`src/rtl/ucie_ctl_req_rsp_fsm_pkg.sv`:
```
// Shared definitions for the UCIe control request/response handshake controller:
// state encoding, parameter defaults and a small state-decode helper.
package ucie_ctl_req_rsp_fsm_pkg;

    localparam int MSG_W_DEF     = 8;
    localparam int MAX_RETRY_DEF = 3;
    localparam int RSP_BIT_DEF   = 7;

    typedef enum logic [2:0] {
        ST_IDLE  = 3'd0,
        ST_SEND  = 3'd1,
        ST_WAIT  = 3'd2,
        ST_DONE  = 3'd3,
        ST_ERROR = 3'd4
    } state_t;

    function automatic logic is_busy(input state_t s);
        return (s == ST_SEND) || (s == ST_WAIT);
    endfunction

endpackage

```
`src/rtl/ucie_ctl_req_rsp_fsm_if.sv`:
```
// Handshake bundle between the request/response controller, the sideband TX/RX,
// the sibling Timer and the issuing control FSM.
interface ucie_ctl_req_rsp_fsm_if #(
    parameter int MSG_W     = 8,
    parameter int MAX_RETRY = 3,
    parameter int RC_W      = (MAX_RETRY > 0) ? $clog2(MAX_RETRY + 1) : 1
);
    logic             start;
    logic             abort;
    logic [MSG_W-1:0] req_msg;
    logic             long_tmo;
    logic             tx_valid;
    logic             tx_ready;
    logic [MSG_W-1:0] tx_msg;
    logic             rsp_valid;
    logic [MSG_W-1:0] rsp_msg;
    logic             timer_en;
    logic             timer_long;
    logic             timer_flag;
    logic             busy;
    logic             done;
    logic             error;
    logic [RC_W-1:0]  retry_cnt;

    // Controller side
    modport master (
        input  start, abort, req_msg, long_tmo, tx_ready, rsp_valid, rsp_msg, timer_flag,
        output tx_valid, tx_msg, timer_en, timer_long, busy, done, error, retry_cnt
    );

    // Environment side (issuer, sideband, Timer)
    modport slave (
        output start, abort, req_msg, long_tmo, tx_ready, rsp_valid, rsp_msg, timer_flag,
        input  tx_valid, tx_msg, timer_en, timer_long, busy, done, error, retry_cnt
    );

endinterface

```
`src/rtl/ucie_ctl_req_rsp_fsm.sv`:
```
// Sends one sideband request, waits for the matching response using the external
// Timer flag as timeout, re-sends up to MAX_RETRY times, then reports error.
module ucie_ctl_req_rsp_fsm
    import ucie_ctl_req_rsp_fsm_pkg::*;
#(
    parameter int MSG_W     = MSG_W_DEF,
    parameter int MAX_RETRY = MAX_RETRY_DEF,
    parameter int RSP_BIT   = RSP_BIT_DEF,
    parameter int RC_W      = (MAX_RETRY > 0) ? $clog2(MAX_RETRY + 1) : 1
) (
    input  logic                   clk,
    input  logic                   rst,
    ucie_ctl_req_rsp_fsm_if.master bus
);

    localparam logic [MSG_W-1:0] RSP_MASK  = MSG_W'(1'b1) << RSP_BIT;
    localparam logic [RC_W-1:0]  RETRY_MAX = RC_W'(MAX_RETRY);

    state_t           state_r;
    state_t           state_next;
    logic [MSG_W-1:0] msg_r;
    logic [MSG_W-1:0] msg_next;
    logic             long_r;
    logic             long_next;
    logic [RC_W-1:0]  retry_r;
    logic [RC_W-1:0]  retry_next;
    logic             tx_valid_r;
    logic             timer_en_r;
    logic             busy_r;
    logic             done_r;
    logic             error_r;
    logic             match_s;

    // A response matches when it is the latched request with the response bit set
    assign match_s = bus.rsp_valid && (bus.rsp_msg == (msg_r | RSP_MASK));

    // Next-state, latch and retry-counter decode; abort beats every other event
    always_comb begin
        state_next = state_r;
        msg_next   = msg_r;
        long_next  = long_r;
        retry_next = retry_r;
        if (bus.abort) begin
            state_next = ST_IDLE;
        end else begin
            case (state_r)
                ST_IDLE, ST_ERROR: begin
                    if (bus.start) begin
                        state_next = ST_SEND;
                        msg_next   = bus.req_msg;
                        long_next  = bus.long_tmo;
                        retry_next = {RC_W{1'b0}};
                    end else begin
                        state_next = state_r;
                    end
                end
                ST_SEND: begin
                    if (bus.tx_ready) begin
                        state_next = ST_WAIT;
                    end else begin
                        state_next = ST_SEND;
                    end
                end
                ST_WAIT: begin
                    // Response is checked first so a same-cycle timeout cannot win
                    if (match_s) begin
                        state_next = ST_DONE;
                    end else if (bus.timer_flag) begin
                        if (retry_r < RETRY_MAX) begin
                            retry_next = retry_r + RC_W'(1'b1);
                            state_next = ST_SEND;
                        end else begin
                            state_next = ST_ERROR;
                        end
                    end else begin
                        state_next = ST_WAIT;
                    end
                end
                ST_DONE: begin
                    state_next = ST_IDLE;
                end
                default: begin
                    state_next = ST_IDLE;
                end
            endcase
        end
    end

    // State, latches and outputs all registered from the next-state decode
    always_ff @(posedge clk) begin
        if (rst) begin
            state_r    <= ST_IDLE;
            msg_r      <= {MSG_W{1'b0}};
            long_r     <= 1'b0;
            retry_r    <= {RC_W{1'b0}};
            tx_valid_r <= 1'b0;
            timer_en_r <= 1'b0;
            busy_r     <= 1'b0;
            done_r     <= 1'b0;
            error_r    <= 1'b0;
        end else begin
            state_r    <= state_next;
            msg_r      <= msg_next;
            long_r     <= long_next;
            retry_r    <= retry_next;
            tx_valid_r <= (state_next == ST_SEND);
            timer_en_r <= (state_next == ST_WAIT);
            busy_r     <= is_busy(state_next);
            done_r     <= (state_next == ST_DONE);
            error_r    <= (state_next == ST_ERROR);
        end
    end

    assign bus.tx_valid   = tx_valid_r;
    assign bus.tx_msg     = msg_r;
    assign bus.timer_en   = timer_en_r;
    assign bus.timer_long = long_r;
    assign bus.busy       = busy_r;
    assign bus.done       = done_r;
    assign bus.error      = error_r;
    assign bus.retry_cnt  = retry_r;

endmodule

```
`src/flat_wrapper.sv`:
```
// flat-port wrapper written by rule: the top's interface ports become plain ports
module ucie_ctl_req_rsp_fsm_flat import ucie_ctl_req_rsp_fsm_pkg::*;
#(
    parameter int MSG_W     = MSG_W_DEF,
    parameter int MAX_RETRY = MAX_RETRY_DEF,
    parameter int RSP_BIT   = RSP_BIT_DEF,
    parameter int RC_W      = (MAX_RETRY > 0) ? $clog2(MAX_RETRY + 1) : 1
)
  (clk, rst, bus_start, bus_abort, bus_req_msg, bus_long_tmo, bus_tx_ready, bus_rsp_valid, bus_rsp_msg, bus_timer_flag, bus_tx_valid, bus_tx_msg, bus_timer_en, bus_timer_long, bus_busy, bus_done, bus_error, bus_retry_cnt);
  ucie_ctl_req_rsp_fsm_if #(.MSG_W(MSG_W), .MAX_RETRY(MAX_RETRY), .RC_W(RC_W)) bus_i ();
  input  logic clk;
  input  logic rst;
  input wire logic [$bits(bus_i.start)-1:0] bus_start;
  input wire logic [$bits(bus_i.abort)-1:0] bus_abort;
  input wire logic [$bits(bus_i.req_msg)-1:0] bus_req_msg;
  input wire logic [$bits(bus_i.long_tmo)-1:0] bus_long_tmo;
  input wire logic [$bits(bus_i.tx_ready)-1:0] bus_tx_ready;
  input wire logic [$bits(bus_i.rsp_valid)-1:0] bus_rsp_valid;
  input wire logic [$bits(bus_i.rsp_msg)-1:0] bus_rsp_msg;
  input wire logic [$bits(bus_i.timer_flag)-1:0] bus_timer_flag;
  output wire logic [$bits(bus_i.tx_valid)-1:0] bus_tx_valid;
  output wire logic [$bits(bus_i.tx_msg)-1:0] bus_tx_msg;
  output wire logic [$bits(bus_i.timer_en)-1:0] bus_timer_en;
  output wire logic [$bits(bus_i.timer_long)-1:0] bus_timer_long;
  output wire logic [$bits(bus_i.busy)-1:0] bus_busy;
  output wire logic [$bits(bus_i.done)-1:0] bus_done;
  output wire logic [$bits(bus_i.error)-1:0] bus_error;
  output wire logic [$bits(bus_i.retry_cnt)-1:0] bus_retry_cnt;
  assign bus_i.start = bus_start;
  assign bus_i.abort = bus_abort;
  assign bus_i.req_msg = bus_req_msg;
  assign bus_i.long_tmo = bus_long_tmo;
  assign bus_i.tx_ready = bus_tx_ready;
  assign bus_i.rsp_valid = bus_rsp_valid;
  assign bus_i.rsp_msg = bus_rsp_msg;
  assign bus_i.timer_flag = bus_timer_flag;
  assign bus_tx_valid = bus_i.tx_valid;
  assign bus_tx_msg = bus_i.tx_msg;
  assign bus_timer_en = bus_i.timer_en;
  assign bus_timer_long = bus_i.timer_long;
  assign bus_busy = bus_i.busy;
  assign bus_done = bus_i.done;
  assign bus_error = bus_i.error;
  assign bus_retry_cnt = bus_i.retry_cnt;
  ucie_ctl_req_rsp_fsm #(.MSG_W(MSG_W), .MAX_RETRY(MAX_RETRY), .RSP_BIT(RSP_BIT), .RC_W(RC_W)) u_core (.clk(clk), .rst(rst), .bus(bus_i));
endmodule
```
`config.mk`:
```
export PLATFORM = sky130hd
export DESIGN_NAME = ucie_ctl_req_rsp_fsm_flat
export DESIGN_NICKNAME = d
export VERILOG_FILES = /design/src/rtl/ucie_ctl_req_rsp_fsm_pkg.sv /design/src/rtl/ucie_ctl_req_rsp_fsm_if.sv /design/src/rtl/ucie_ctl_req_rsp_fsm.sv /design/src/flat_wrapper.sv
export SDC_FILE = /design/constraint.sdc
export NUM_CORES = 1
export LEC_CHECK = 0
export ABC_CLOCK_PERIOD_IN_PS = 3300
export CORE_AREA = 8 8 55 57
export CTS_CLUSTER_DIAMETER = 150
export DETAILED_ROUTE_END_ITERATION = 10
export DIE_AREA = 0 0 63 65
export PLACE_DENSITY = 0.8
export SLEW_MARGIN = 20
export SYNTH_ARGS = -nofsm -noshare
export SYNTH_HDL_FRONTEND = slang
export SYNTH_SLANG_ARGS = --single-unit
export TNS_END_PERCENT = 10
```
`constraint.sdc`:
```
create_clock -name clk -period 3.3 [get_ports clk]
set_clock_uncertainty 0.05 [all_clocks]
set_input_delay 0.33 -clock clk [delete_from_list [all_inputs] [get_ports clk]]
set_output_delay 0.33 -clock clk [all_outputs]
set_load 0.005 [all_outputs]
```
# Yosys cells after proc, flatten, opt, wreduce, memory -nomap -nowiden

Index checks and enable logic that the tools add are counted.
Widths: inputs -> output; s select.

Bitwise logic cells: 1
Equality and inequality tests: 12
Order comparisons: 1
Add/subtract/negate cells: 1
Reductions and logical operators: 7
Muxes and demuxes: 12

Operator list:

| cell                | count |
|---|---|
| $mux 3              | 5 |
| $mux 2              | 5 |
| $eq 3x2->1 const B  | 3 |
| $pmux 3 s3          | 1 |
| $eq 8x8->1          | 1 |
| $eq 3x1->1 const B  | 2 |
| $eq 3x3->1 const B  | 2 |
| $ne 2x2->1 const B  | 3 |
| $reduce_and 6->1    | 1 |
| $pmux 2 s2          | 1 |
| $logic_not 3->1     | 1 |
| $reduce_and 3->1    | 1 |
| $add 2x1->2 const B | 1 |
| $lt 2x2->1 const B  | 1 |
| $ne 2x1->1 const B  | 1 |
| $reduce_bool 2->1   | 1 |
| $reduce_or 2->1     | 1 |
| $logic_and 1x1->1   | 1 |
| $logic_or 1x1->1    | 1 |
| $not 1->1           | 1 |

Flip-flop bits (word level): 19
Output and inout bits: 16
Input bits: 24
Word-level logic and storage cells: 43

# Logic depth before layout (Yosys ltp)

Depth in word-level cells: 8
Mapped depth: 7
Gate-level depth less buffers: 6

# Worst setup path before layout

Ideal clock, no wire load.

Path type: reg-to-reg
Start point: reg u_core.retry_r[0] (netlist: u_core.bus.retry_cnt[0])
End point: reg u_core.retry_r[1] (netlist: u_core.bus.retry_cnt[1])
Cell stages (with the launch flop): 7
Required time: 3158 ps
Path buffers: 0
Setup time: 92 ps
Data arrival time: 1654 ps
Path slack: 1503 ps
Period minus slack after synthesis: 1797 ps
Cell sequence: dfxtp_1 -> ha_1 -> nor2_1 -> mux2i_1 -> or3_1 -> or3b_2 -> o32ai_1

Longest elaborated chain between the ends: 5
Elaborated cells on any way between the ends: 8
Classes of those cells: add/sub: 1; order compare: 1; eq/ne: 1; mux: 4; reduce/logical: 1

RTL lines:

| what                   | RTL line                    | RTL |
|---|---|---|
| start, declared        | ucie_ctl_req_rsp_fsm.sv:25  | `logic [RC_W-1:0] retry_r;` |
| start signal, assigned | ucie_ctl_req_rsp_fsm.sv:95  | `retry_r <= {RC_W{1'b0}};` |
| start signal, assigned | ucie_ctl_req_rsp_fsm.sv:105 | `retry_r <= retry_next;` |
| $add 2x1->2            | ucie_ctl_req_rsp_fsm.sv:70  | `retry_next = retry_r + RC_W'(1'b1);` |
| $mux 2                 | ucie_ctl_req_rsp_fsm.sv:69  | `if (retry_r < RETRY_MAX) begin` |
| $mux 2                 | ucie_ctl_req_rsp_fsm.sv:68  | `end else if (bus.timer_flag) begin` |
| $mux 2                 | ucie_ctl_req_rsp_fsm.sv:66  | `if (match_s) begin` |
| $pmux 2 s2             | ucie_ctl_req_rsp_fsm.sv:46  | `case (state_r)` |

Parallel ways exist; a longest one is shown, timed or not. The select of a mux whose other input is x is not followed.
A chain may end at the register's enable or synchronous reset.

# Worst setup path after layout

Start point: in bus_rsp_msg[0]
End point: reg u_core.busy_r (netlist: u_core.bus.busy)

Longest elaborated chain between the ends: 7
Elaborated cells on any way between the ends: 8
Classes of those cells: eq/ne: 3; mux: 3; reduce/logical: 2

RTL lines:

| what                                     | RTL line                       | RTL |
|---|---|---|
| start, declared                          | flat_wrapper.sv:19             | `input wire logic [$bits(bus_i.rsp_msg)-1:0] bus_rsp_msg;` |
| $eq 8x8->1 *                             | ucie_ctl_req_rsp_fsm.sv:35     | `assign match_s = bus.rsp_valid && (bus.rsp_msg == (msg_r \| RSP_MASK));` |
| $logic_and 1x1->1 *                      | ucie_ctl_req_rsp_fsm.sv:35     |  |
| $mux 3 *                                 | ucie_ctl_req_rsp_fsm.sv:66     |  |
| $pmux 3 s3 *                             | ucie_ctl_req_rsp_fsm.sv:46     |  |
| $mux 3 *                                 | ucie_ctl_req_rsp_fsm.sv:43     | `if (bus.abort) begin` |
| $eq 3x1->1 or $eq 3x2->1 (tied branches) | ucie_ctl_req_rsp_fsm_pkg.sv:18 | `return (s == ST_SEND) \|\| (s == ST_WAIT);` |
| $logic_or 1x1->1 *                       | ucie_ctl_req_rsp_fsm_pkg.sv:18 |  |
| end signal, assigned                     | ucie_ctl_req_rsp_fsm.sv:108    | `busy_r <= is_busy(state_next);` |
| end, declared                            | ucie_ctl_req_rsp_fsm.sv:29     | `logic busy_r;` |

Every way passes the cells marked *; elsewhere a longest branch is shown, timed or not.

==> metrics.md <==
| Metric | Value |
|---|---|
| Number of antenna diodes | 0 |
| DRC Markers | 0 |
| Post-CTS Setup Inserts | 0 |
| Core ar. | 0.002148 mm² |
| Post-Route WL | 2329 µm |
| CP startpoint kind | input pin |
| Asr flop ratio synth | 0 |
| F_max | 506.6 MHz |
| Status | complete, no violations |
| CP cell instances | clkdlybuf4s50_1 -> xnor2_1 -> nand4_1 -> or4_4 -> a31o_4 -> xnor2_1 -> nor3_1 |
| Initial Utilization | 0.4176 |
| Kind of critical path | input pin to register |
| Register area | 380.4 µm² |
| Synth warn | 0 |
| Fillers | 181 |
| Max cap viols | 0 |
| Hold_buf cts | 0 |
| Hold path depth | 2 |
| Total power draw | 0.0004398 W |
| Layout area overhead | 48.26% |
| Total GRT Usage | 0.1137 |
| Hold EP | u_core.bus.tx_msg[7]$_SDFFE_PP0P_ |
| Worst-Margin Slew | 0.7651 ns |
| HP Start | u_core.bus.tx_msg[7]$_SDFFE_PP0P_ |
| Clock sinks | 19 |
| Clk root buf | clkbuf_4 |
| Commonest non-fill, non-tap cell in the layout | clkdlybuf4s50_1 |
| Mux cell area share after synthesis | 0.01116 |
| Hold Fails Final Rpt | 0 |
| Routability cong. | 0.9227 |
| Period utilisation layout | 0.5982 |
| Synth Instances | 101 |
| Final core utilization | 0.6191 |
| DIE AREA | 0.004095 mm² |
| Synth area leader | dfxtp_1 |
| EDFF count, synth | 0 |
| CTS tree | yes |
| Post-route cell area | 0.001330 mm² |
| Die span in x | 63 µm |
| Compound-Gate Fraction of Synth Area | 0.1325 |
| CP Data Required Time | 3.46 ns |
| Arrival time at the worst endpoint | 2.13 ns |
| Post-route setup TNS | 0 ns |
| CP Max Fanout | 5 |
| Synthesized area | 897.1 µm² |
| Worst skew pair latency | 0.29 ns |
| Initial antenna violation count | 0 |
| Total grt overflow | 0 |
| Dpl hpwl | 1872 µm |
| Share of cells above drive strength 1 | 0.09286 |
| Worst hold path type | register to register |
| Drt wl/cell | 13.86 µm |
| R2r setup slk | 1.38 ns |
| Setup ws final | 1.326 ns |
| Simple-gate portion of the synthesized area | 0.3068 |
| Slew Viols, Final | 0 |
| # IOs | 40 |
| Vias in the first global route | 918 |
| Vias/cell | 5.101 |
| CTS buffer count | 3 |
| Worst R2R End | u_core.bus.retry_cnt[1]$_SDFFE_PP0P_ |
| DP Area | 0.001303 mm² |
| TritonRoute pass-1 iters | 6 |
| Antenna Nets Post-Route | 0 |
| Maximum vdd ir drop | 0.2829 mV |
| Mapped Nets | 126 |
| Htree depth | 1 |
| Worst slew margin | 0.4886 |
| Worst R2R Start | u_core.bus.retry_cnt[0]$_SDFFE_PP0P_ |
| Multi-input logic area | 496.7 µm² |
| Port bufs | 39 |
| Ys flop type | dfxtp_1 |
| Top post-synthesis cells by area | dfxtp_1 42%, nand2_1 8.4%, a21oi_1 7.8% |
| Pwr/cell area | 330.7 mW/mm² |
| Post-synth cell types | 33 |
| Largest delay share family, worst path | simple AND/OR/NAND/NOR gates |
| First-pass GRT wire length | 3898 µm |
| CTS-repair resized insts | 0 |
| Crit path largest cell delay | 0.53 ns |
| Final setup fails | 0 |
| Nets | 166 |
| Fraction of post-synthesis cell area in the top cell type by area | 0.4240 |
| Die height | 65 µm |
| Largest family of logic cells by synthesized area | simple AND/OR/NAND/NOR gates |
| Row count | 17 |
| Register area share after synthesis | 0.4240 |
| Clock slew seen by the registers of the worst setup and hold paths | 0.11 ns |
| Critical Path End Type | register |
| Commonest cells after routing, fill and taps aside | 39 x clkdlybuf4s50_1, 20 x nand2_1, 19 x dfxtp_1, 14 x a21oi_1, 6 x xnor2_1 |
| Crit path buf inv count | 1 |
| Vias post-DR | 857 |
| Leakage power | 0.4571 nW |
| Post-Synth Adder-Cell Area | 0.02510 |
| FF+latch count, synth | 19 |
| Crit path time final | 1.974 ns |
| Pin count of the biggest net entering global routing | 16 |
| RSZ-0062 raised after global routing | false |
| Post-placement setup slack | 0.9903 ns |
| Syn Area/Cell | 8.882 µm² |
| Post-Synth XOR/XNOR Area | 0.07810 |
| CTS Buffer Depth | 2 |
| DR iter-0 viols | 11 |
| Slowest library cell on the worst path | or4_4 |
| CP dominant cell by count | xnor2_1 |
| Worst R2R Path Depth | 6 |
synth_stat cells (2+ instances only):
cell type and n:
nand2_1 20, nor2_1 4, nor3_1 2, or3_1 2, clkbuf_1 2, nand4_1 2, dfxtp_1 19, nand2b_1 3
nand3_1 2, xnor2_1 6, or4b_2 2, or3b_2 2, xor2_1 2, a21oi_1 14
cell type report:
class / instances / share of cell area
clock inverters: 1 / 0.003763
repair buffers: 39 / 0.2935
clock buffers: 3 / 0.01693
multi-input cells: 78 / 0.3735
flip-flops and latches: 19 / 0.2860
well taps: 28 / 0.02634
cell families after synthesis:
kind of cell / Yosys count
DFF: 19
buffers and inverters: 4
xor gates and xnor gates: 8
and+or+nand+nor: 48
muxes: 1
AOI/OAI and AO/OA: 19
adders and majority gates: 2
power breakdown:
| group | total [W] | leakage [nW] | internal [W] | switching, W |
|---|---|---|---|---|
| Sequential | 0.000243 | 0.154 | 0.000236 | 0.00000612 |
| Combinational | 0.0000804 | 0.285 | 0.0000499 | 0.0000305 |
| Clock | 0.000117 | 0.0177 | 0.0000450 | 0.0000718 |
| Total | 0.000440 | 0.457 | 0.000331 | 0.000108 |
how the worst max path moves through the flow:
stage	startpoint	to	slack, ns	cells after the start
floorplan	u_core.bus.retry_cnt[0]$_SDFFE_PP0P_	u_core.bus.retry_cnt[1]$_SDFFE_PP0P_	1.50	6
global placement	bus_rsp_msg[0]	u_core.bus.busy$_SDFF_PP0_	1.07	7
detailed placement	bus_rsp_msg[0]	u_core.bus.busy$_SDFF_PP0_	0.99	7
CTS	bus_rsp_msg[0]	u_core.bus.busy$_SDFF_PP0_	1.31	7
global route	bus_rsp_msg[5]	u_core.bus.busy$_SDFF_PP0_	1.27	7
finish	bus_rsp_msg[0]	u_core.bus.busy$_SDFF_PP0_	1.33	7
metrics by stage:
step                hold WS, ns  cells
finish                   0.4120    168
global placement         0.3916    164
floorplan                0.3495    101
global route             0.4383    168
CTS                      0.4116    168
detailed placement       0.3969    164
flip-flops by register name (all words and copies together) (netlist names):
name                   cells
u_core.bus.busy            1
u_core.bus.done            1
u_core.bus.error           1
u_core.bus.retry_cnt       2
u_core.bus.timer_en        1
u_core.bus.timer_long      1
u_core.bus.tx_msg          8
u_core.bus.tx_valid        1
u_core.state_r             3
worst register-to-register path, stage by stage (launching register included):
cell	delay [ns]
dfxtp_1	0.36
ha_1	0.25
nor2_1	0.10
mux2i_1	0.07
or3_1	0.36
or3b_2	0.45
o32ai_1	0.21
routing by layer:
metal / vias up / track usage / share of wire
met5: - / 0 / 0
met4: 0 / 0.05983 / 0.012
met3: 4 / 0.05498 / 0.090
met2: 36 / 0.1754 / 0.45
met1: 383 / 0.1275 / 0.44
li1: 434 / - / -
Power figures use the tool's default switching activity.
